$ cat src/rtl/lcd_pkg.sv
// lcd_pkg: shared types, init ROM and helpers for the HD44780 write controller.
package lcd_pkg;
    typedef enum logic [2:0] {
        S_POWERUP,
        S_IDLE,
        S_SETUP,
        S_PULSE,
        S_HOLD,
        S_WAIT
    } lcd_state_e;

    localparam int LCD_INIT_LEN = 6;
    localparam int LCD_RS_BIT   = 8;
    localparam int LCD_DATA_MSB = 7;

    localparam logic [7:0] LCD_INIT_SEQ [LCD_INIT_LEN] = '{8'h38, 8'h38, 8'h38, 8'h0C, 8'h01, 8'h06};

    // Clear display and return home need the long execution wait
    function automatic logic is_long_cmd(input logic rs, input logic [7:0] b);
        return !rs && (b == 8'h01 || b == 8'h02 || b == 8'h03);
    endfunction
endpackage

$ cat src/rtl/lcd_ctrl.sv
// lcd_ctrl: HD44780 8-bit write-only bus driver with power-up init and a
// one-deep valid/ready request port; one down-counter times every phase.
module lcd_ctrl
    import lcd_pkg::*;
#(
    parameter int T_POWERUP = 2000000,
    parameter int T_SETUP   = 2,
    parameter int T_EN      = 12,
    parameter int T_HOLD    = 2,
    parameter int T_CMD     = 2500,
    parameter int T_CLEAR   = 82000
) (
    input  logic        i_clk,
    input  logic        i_rst,
    input  logic        i_wr_vld,
    input  logic [31:0] i_wr_data,
    output logic        o_wr_rdy,
    output logic        o_init_done,
    output logic        o_lcd_on,
    output logic        o_lcd_en,
    output logic        o_lcd_rs,
    output logic        o_lcd_rw,
    output logic [7:0]  o_lcd_data
);
    localparam int M1    = T_POWERUP > T_CLEAR ? T_POWERUP : T_CLEAR;
    localparam int M2    = T_CMD > T_EN ? T_CMD : T_EN;
    localparam int M3    = T_SETUP > T_HOLD ? T_SETUP : T_HOLD;
    localparam int M12   = M1 > M2 ? M1 : M2;
    localparam int T_MAX = M12 > M3 ? M12 : M3;
    localparam int CW    = $clog2(T_MAX + 1);
    localparam int IW    = $clog2(LCD_INIT_LEN);

    lcd_state_e    state_q, state_d;
    logic [CW-1:0] cnt_q, cnt_d;
    logic [IW-1:0] idx_q, idx_d;
    logic [7:0]    data_q, data_d;
    logic          rs_q, rs_d;
    logic          done_q, done_d;
    logic          en_q, rdy_q, on_q;
    logic          unused_bits;

    assign unused_bits = ^i_wr_data[31:LCD_RS_BIT+1];

    always_comb begin
        state_d = state_q;
        cnt_d   = cnt_q - CW'(1);
        idx_d   = idx_q;
        data_d  = data_q;
        rs_d    = rs_q;
        done_d  = done_q;
        case (state_q)
            S_POWERUP: if (cnt_q == '0) begin
                state_d = S_SETUP;
                cnt_d   = CW'(T_SETUP - 1);
                idx_d   = '0;
                data_d  = LCD_INIT_SEQ[0];
                rs_d    = 1'b0;
            end
            S_SETUP: if (cnt_q == '0) begin
                state_d = S_PULSE;
                cnt_d   = CW'(T_EN - 1);
            end
            S_PULSE: if (cnt_q == '0) begin
                state_d = S_HOLD;
                cnt_d   = CW'(T_HOLD - 1);
            end
            S_HOLD: if (cnt_q == '0) begin
                state_d = S_WAIT;
                cnt_d   = is_long_cmd(rs_q, data_q) ? CW'(T_CLEAR - 1) : CW'(T_CMD - 1);
            end
            S_WAIT: if (cnt_q == '0) begin
                if (!done_q && idx_q < IW'(LCD_INIT_LEN - 1)) begin
                    state_d = S_SETUP;
                    cnt_d   = CW'(T_SETUP - 1);
                    idx_d   = idx_q + IW'(1);
                    data_d  = LCD_INIT_SEQ[idx_q + IW'(1)];
                    rs_d    = 1'b0;
                end else begin
                    state_d = S_IDLE;
                    done_d  = 1'b1;
                end
            end
            S_IDLE: begin
                cnt_d = cnt_q;
                if (i_wr_vld && rdy_q) begin
                    state_d = S_SETUP;
                    cnt_d   = CW'(T_SETUP - 1);
                    data_d  = i_wr_data[LCD_DATA_MSB:0];
                    rs_d    = i_wr_data[LCD_RS_BIT];
                end
            end
            default: state_d = S_POWERUP;
        endcase
    end

    // Strobes are derived from the next state so they line up with it exactly
    always_ff @(posedge i_clk) begin
        if (i_rst) begin
            state_q <= S_POWERUP;
            cnt_q   <= CW'(T_POWERUP - 1);
            idx_q   <= '0;
            data_q  <= '0;
            rs_q    <= 1'b0;
            done_q  <= 1'b0;
            en_q    <= 1'b0;
            rdy_q   <= 1'b0;
            on_q    <= 1'b0;
        end else begin
            state_q <= state_d;
            cnt_q   <= cnt_d;
            idx_q   <= idx_d;
            data_q  <= data_d;
            rs_q    <= rs_d;
            done_q  <= done_d;
            en_q    <= state_d == S_PULSE;
            rdy_q   <= state_d == S_IDLE;
            on_q    <= 1'b1;
        end
    end

    assign o_wr_rdy    = rdy_q;
    assign o_init_done = done_q;
    assign o_lcd_on    = on_q;
    assign o_lcd_en    = en_q;
    assign o_lcd_rs    = rs_q;
    assign o_lcd_rw    = 1'b0;
    assign o_lcd_data  = data_q;
endmodule

$ cat config.mk
export PLATFORM = sky130hd
export DESIGN_NAME = lcd_ctrl
export DESIGN_NICKNAME = d
export VERILOG_FILES = /design/src/rtl/lcd_pkg.sv /design/src/rtl/lcd_ctrl.sv
export SDC_FILE = /design/constraint.sdc
export NUM_CORES = 1
export LEC_CHECK = 0
export BUFFER_PORTS_ARGS = -buffer_cell sky130_fd_sc_hd__buf_2
export CORE_ASPECT_RATIO = 1.4
export CORE_MARGIN = 2
export CORE_UTILIZATION = 40
export DETAILED_ROUTE_END_ITERATION = 6
export PLACE_DENSITY = 0.73
export SYNTH_ARGS = -nofsm -noshare
export SYNTH_HDL_FRONTEND = slang
export SYNTH_SLANG_ARGS = --single-unit
$ cat constraint.sdc
create_clock -name i_clk -period 3.45 [get_ports i_clk]
set_input_delay 0.69 -clock i_clk [delete_from_list [all_inputs] [get_ports i_clk]]
set_output_delay 0.69 -clock i_clk [all_outputs]
set_load 0.01 [all_outputs]
==> flow_metrics.tcl <==
set metrics [dict create \
    status "complete, no violations" \
    drc_errors 0 \
    use_met3_pct 3.717 \
    io_pins 49 \
    antenna_found_initial 0 \
    vias_per_cell 5.910 \
    crit_path_top_delay_cell "or4b_1" \
    synth_edf_count 0 \
    timing.fmax_ghz 0.3666 \
    synth_area_um2 2298 \
    routed_wl_um 5635 \
    coreArea_um2 5525 \
    setup_viol 0 \
    num-fill-cells 551 \
    nets 346 \
    fin_crit_ns 2.728 \
    antenna_cells 0 \
    rows 32 \
    ys_ff_latch 40 \
    ctsHtreeMaxLevel 2 \
    overflow 0 \
    endpoint_kind "register" \
    cts_resized 0 \
    wl_per_cell_um 14.99 \
    syn_area_per_cell_um2 8.037 \
    vias 2222 \
    path_class "register to register" \
    hold_viol 0 \
    leakagePower_nw 0.9687 \
    areaGrowthSynthToFinish_pct 13.01 \
    crit_required_ns 3.69 \
    syn-instance-count 286 \
    path_delay_family "simple AND/OR/NAND/NOR gates" \
    cts.sinks 40 \
    slowest_delay_ns 0.51 \
    grt_pass1_vias 2068 \
    synthDistinctLibCells 60 \
    peakVddDrop_uv 372.0 \
    synthFlopType "dfxtp_1" \
    root_buffer "clkbuf_8" \
    multi_input_area_um2 1399 \
    drt-initial-drc-count 93 \
    regArea_um2 800.8 \
    ctsLongestPathBuffers 2 \
    worst_clock_skew_ns 0.008978 \
    drtAntennaViolNets 0 \
    tightest_slew_ns 0.6521 \
    placed_cell_area_um2 2476 \
    die_area_um2 6377 \
    yosys.cell_count.top_type "dfxtp_1" \
    path_buf_inv 1 \
    netlist.top_cell.by_area "dfxtp_1" \
    track_usage_pct 19.67 \
    slew_headroom_pct 56.13 \
    numPortBuffers 24 \
    floorplan.die.width_um 68.07 \
    synth_top_area_share_pct 34.84 \
    grt_max_degree 35 \
    busiest_layer "met2" \
    power_density_nw_per_um2 355.5 \
    fin_area_um2 2597 \
    postCtsSetupRepairBufs 0 \
    cts_buffers 5 \
    cts_tree "yes" \
    grt_pass1_wl_um 9722 \
    fin_tns_setup_ns 0 \
    asyncSetResetFlopFracSynth_pct 0 \
    worstPathArrival_ns 2.97 \
    met2_usage_pct 32.52 \
    synth_area_leaders "dfxtp_1 35%, nor2_1 6.0%, a21oi_1 4.6%" \
    startpoint_type "register" \
    synth_common_cells "40 x dfxtp_1, 37 x nor2_1, 21 x a21oi_1" \
    clock_latency_ns 0.30 \
    start_util_pct 41.60 \
    ys.warnings.count 0 \
    die_height_um 93.69 \
    hpwlAfterDp_um 4072 \
    crit_path_max_fanout 15 \
    grt_setup_unrepaired "false" \
    clkTransAtPathRegs_ns 0.08 \
    hold_class "register to register" \
    first_pass_iters 4 \
    place.gp.congestion 0.8565 \
    post-route-period-util_pct 79.07 \
    ys_seq_area_share_pct 34.84 \
    holdBufCountCts 0 \
    slew_viol_final 0 \
    drive_gt1_share_pct 15.91 \
    gr-usage-met1_pct 23.78 \
    cp_cell_sequence "inv_1 -> ha_1 -> nor4b_4 -> nand4_2 -> or4b_1 -> a211o_1 -> or3_1 -> a21oi_1" \
    synth_nets 325 \
    cap_viol_max_count 0 \
]
[worst min-delay path: stages (launching register included)]
cell     delay, ns
dfxtp_1       0.33
nand2_1       0.06
a21oi_1       0.05
[sequential cells by signal, summed over array words and instances (netlist names)]
register,count
o_lcd_on,1
o_lcd_rs,1
cnt_q,21
o_wr_rdy,1
state_q,3
o_init_done,1
idx_q,3
o_lcd_en,1
o_lcd_data,8
[power breakdown]
part | switching (mW) | leakage (nW) | internal [mW]
sequential | 0.00760 | 0.324 | 0.467
combinational | 0.0217 | 0.584 | 0.0180
clock | 0.173 | 0.0614 | 0.237
[cell type report]
class                      instances  area share [%]
multi-input combinational        223           53.85
sequential                        40           30.83
timing repair buffer              30           6.358
tap                               68           3.276
clock buffer                       6           3.179
clock inverter                     2           1.493
inverter                           7           1.012
[worst paths after layout]
path,cells after the start,endpoint,startpoint,slack (ns)
worst min register to register,2,o_lcd_data[3]$_SDFFE_PP0P_,o_lcd_data[3]$_SDFFE_PP0P_,0.47
worst min-delay path,2,o_lcd_data[3]$_SDFFE_PP0P_,o_lcd_data[3]$_SDFFE_PP0P_,0.47
worst max register to register,8,o_lcd_data[3]$_SDFFE_PP0P_,cnt_q[0]$_SDFFE_PP1P_,0.72
worst max-delay path,8,o_lcd_data[3]$_SDFFE_PP0P_,cnt_q[0]$_SDFFE_PP1P_,0.72
[cells by family (layout without fill, tap and decap cells)]
family / count (synthesis) / after routing / synth area share, %
fa+ha+maj: 4 / 4 / 2.178
mux: 5 / 5 / 2.232
buf+inv: 23 / 45 / 4.300
flops: 40 / 40 / 34.84
compound gates: 87 / 87 / 25.31
simple gates: 120 / 120 / 28.69
other cells: 1 / 1 / 0.1632
xor+xnor: 6 / 6 / 2.286
[cell usage in the layout, fill, tap and decap left out, types with 3 or more instances in the layout]
cell / Yosys / layout
nand2_1: 19 / 19
o31a_1: 4 / 4
o21ai_0: 17 / 17
a22oi_1: 6 / 6
nor2_1: 37 / 37
nand3_1: 11 / 11
o31ai_1: 3 / 3
o211ai_1: 6 / 6
nor2b_1: 3 / 3
or3_1: 7 / 7
buf_4: 1 / 6
a21oi_1: 21 / 21
dfxtp_1: 40 / 40
xnor2_1: 4 / 4
ha_1: 4 / 4
a211oi_1: 4 / 4
buf_2: 1 / 24
a31oi_1: 6 / 6
nor3_1: 15 / 15
inv_1: 6 / 6
clkbuf_8: 0 / 6
o21a_1: 3 / 3
nor4_1: 6 / 6
mux2i_1: 4 / 4
[layer usage]
layer | part of all wire [%] | vias to the layer above
met5 | 0 | -
met4 | 1.8 | 0
met3 | 4.4 | 9
met2 | 53 | 51
met1 | 41 | 1057
li1 | - | 1105
[through the flow]
step	cells	worst slack, ns	power (mW)	util, %	hold WS, ns
global route	376	0.5700	0.9601	47.01	0.4946
detailed placement	368	0.7391	0.5249	44.81	0.4574
global placement	368	0.8072	0.5238	44.81	0.4450
CTS	376	0.7296	0.9330	47.01	0.4770
finish	376	0.7220	0.9235	47.01	0.4728
floorplan	286	1.129	0.5127	-	0.4365
Power figures use the tool's default switching activity.
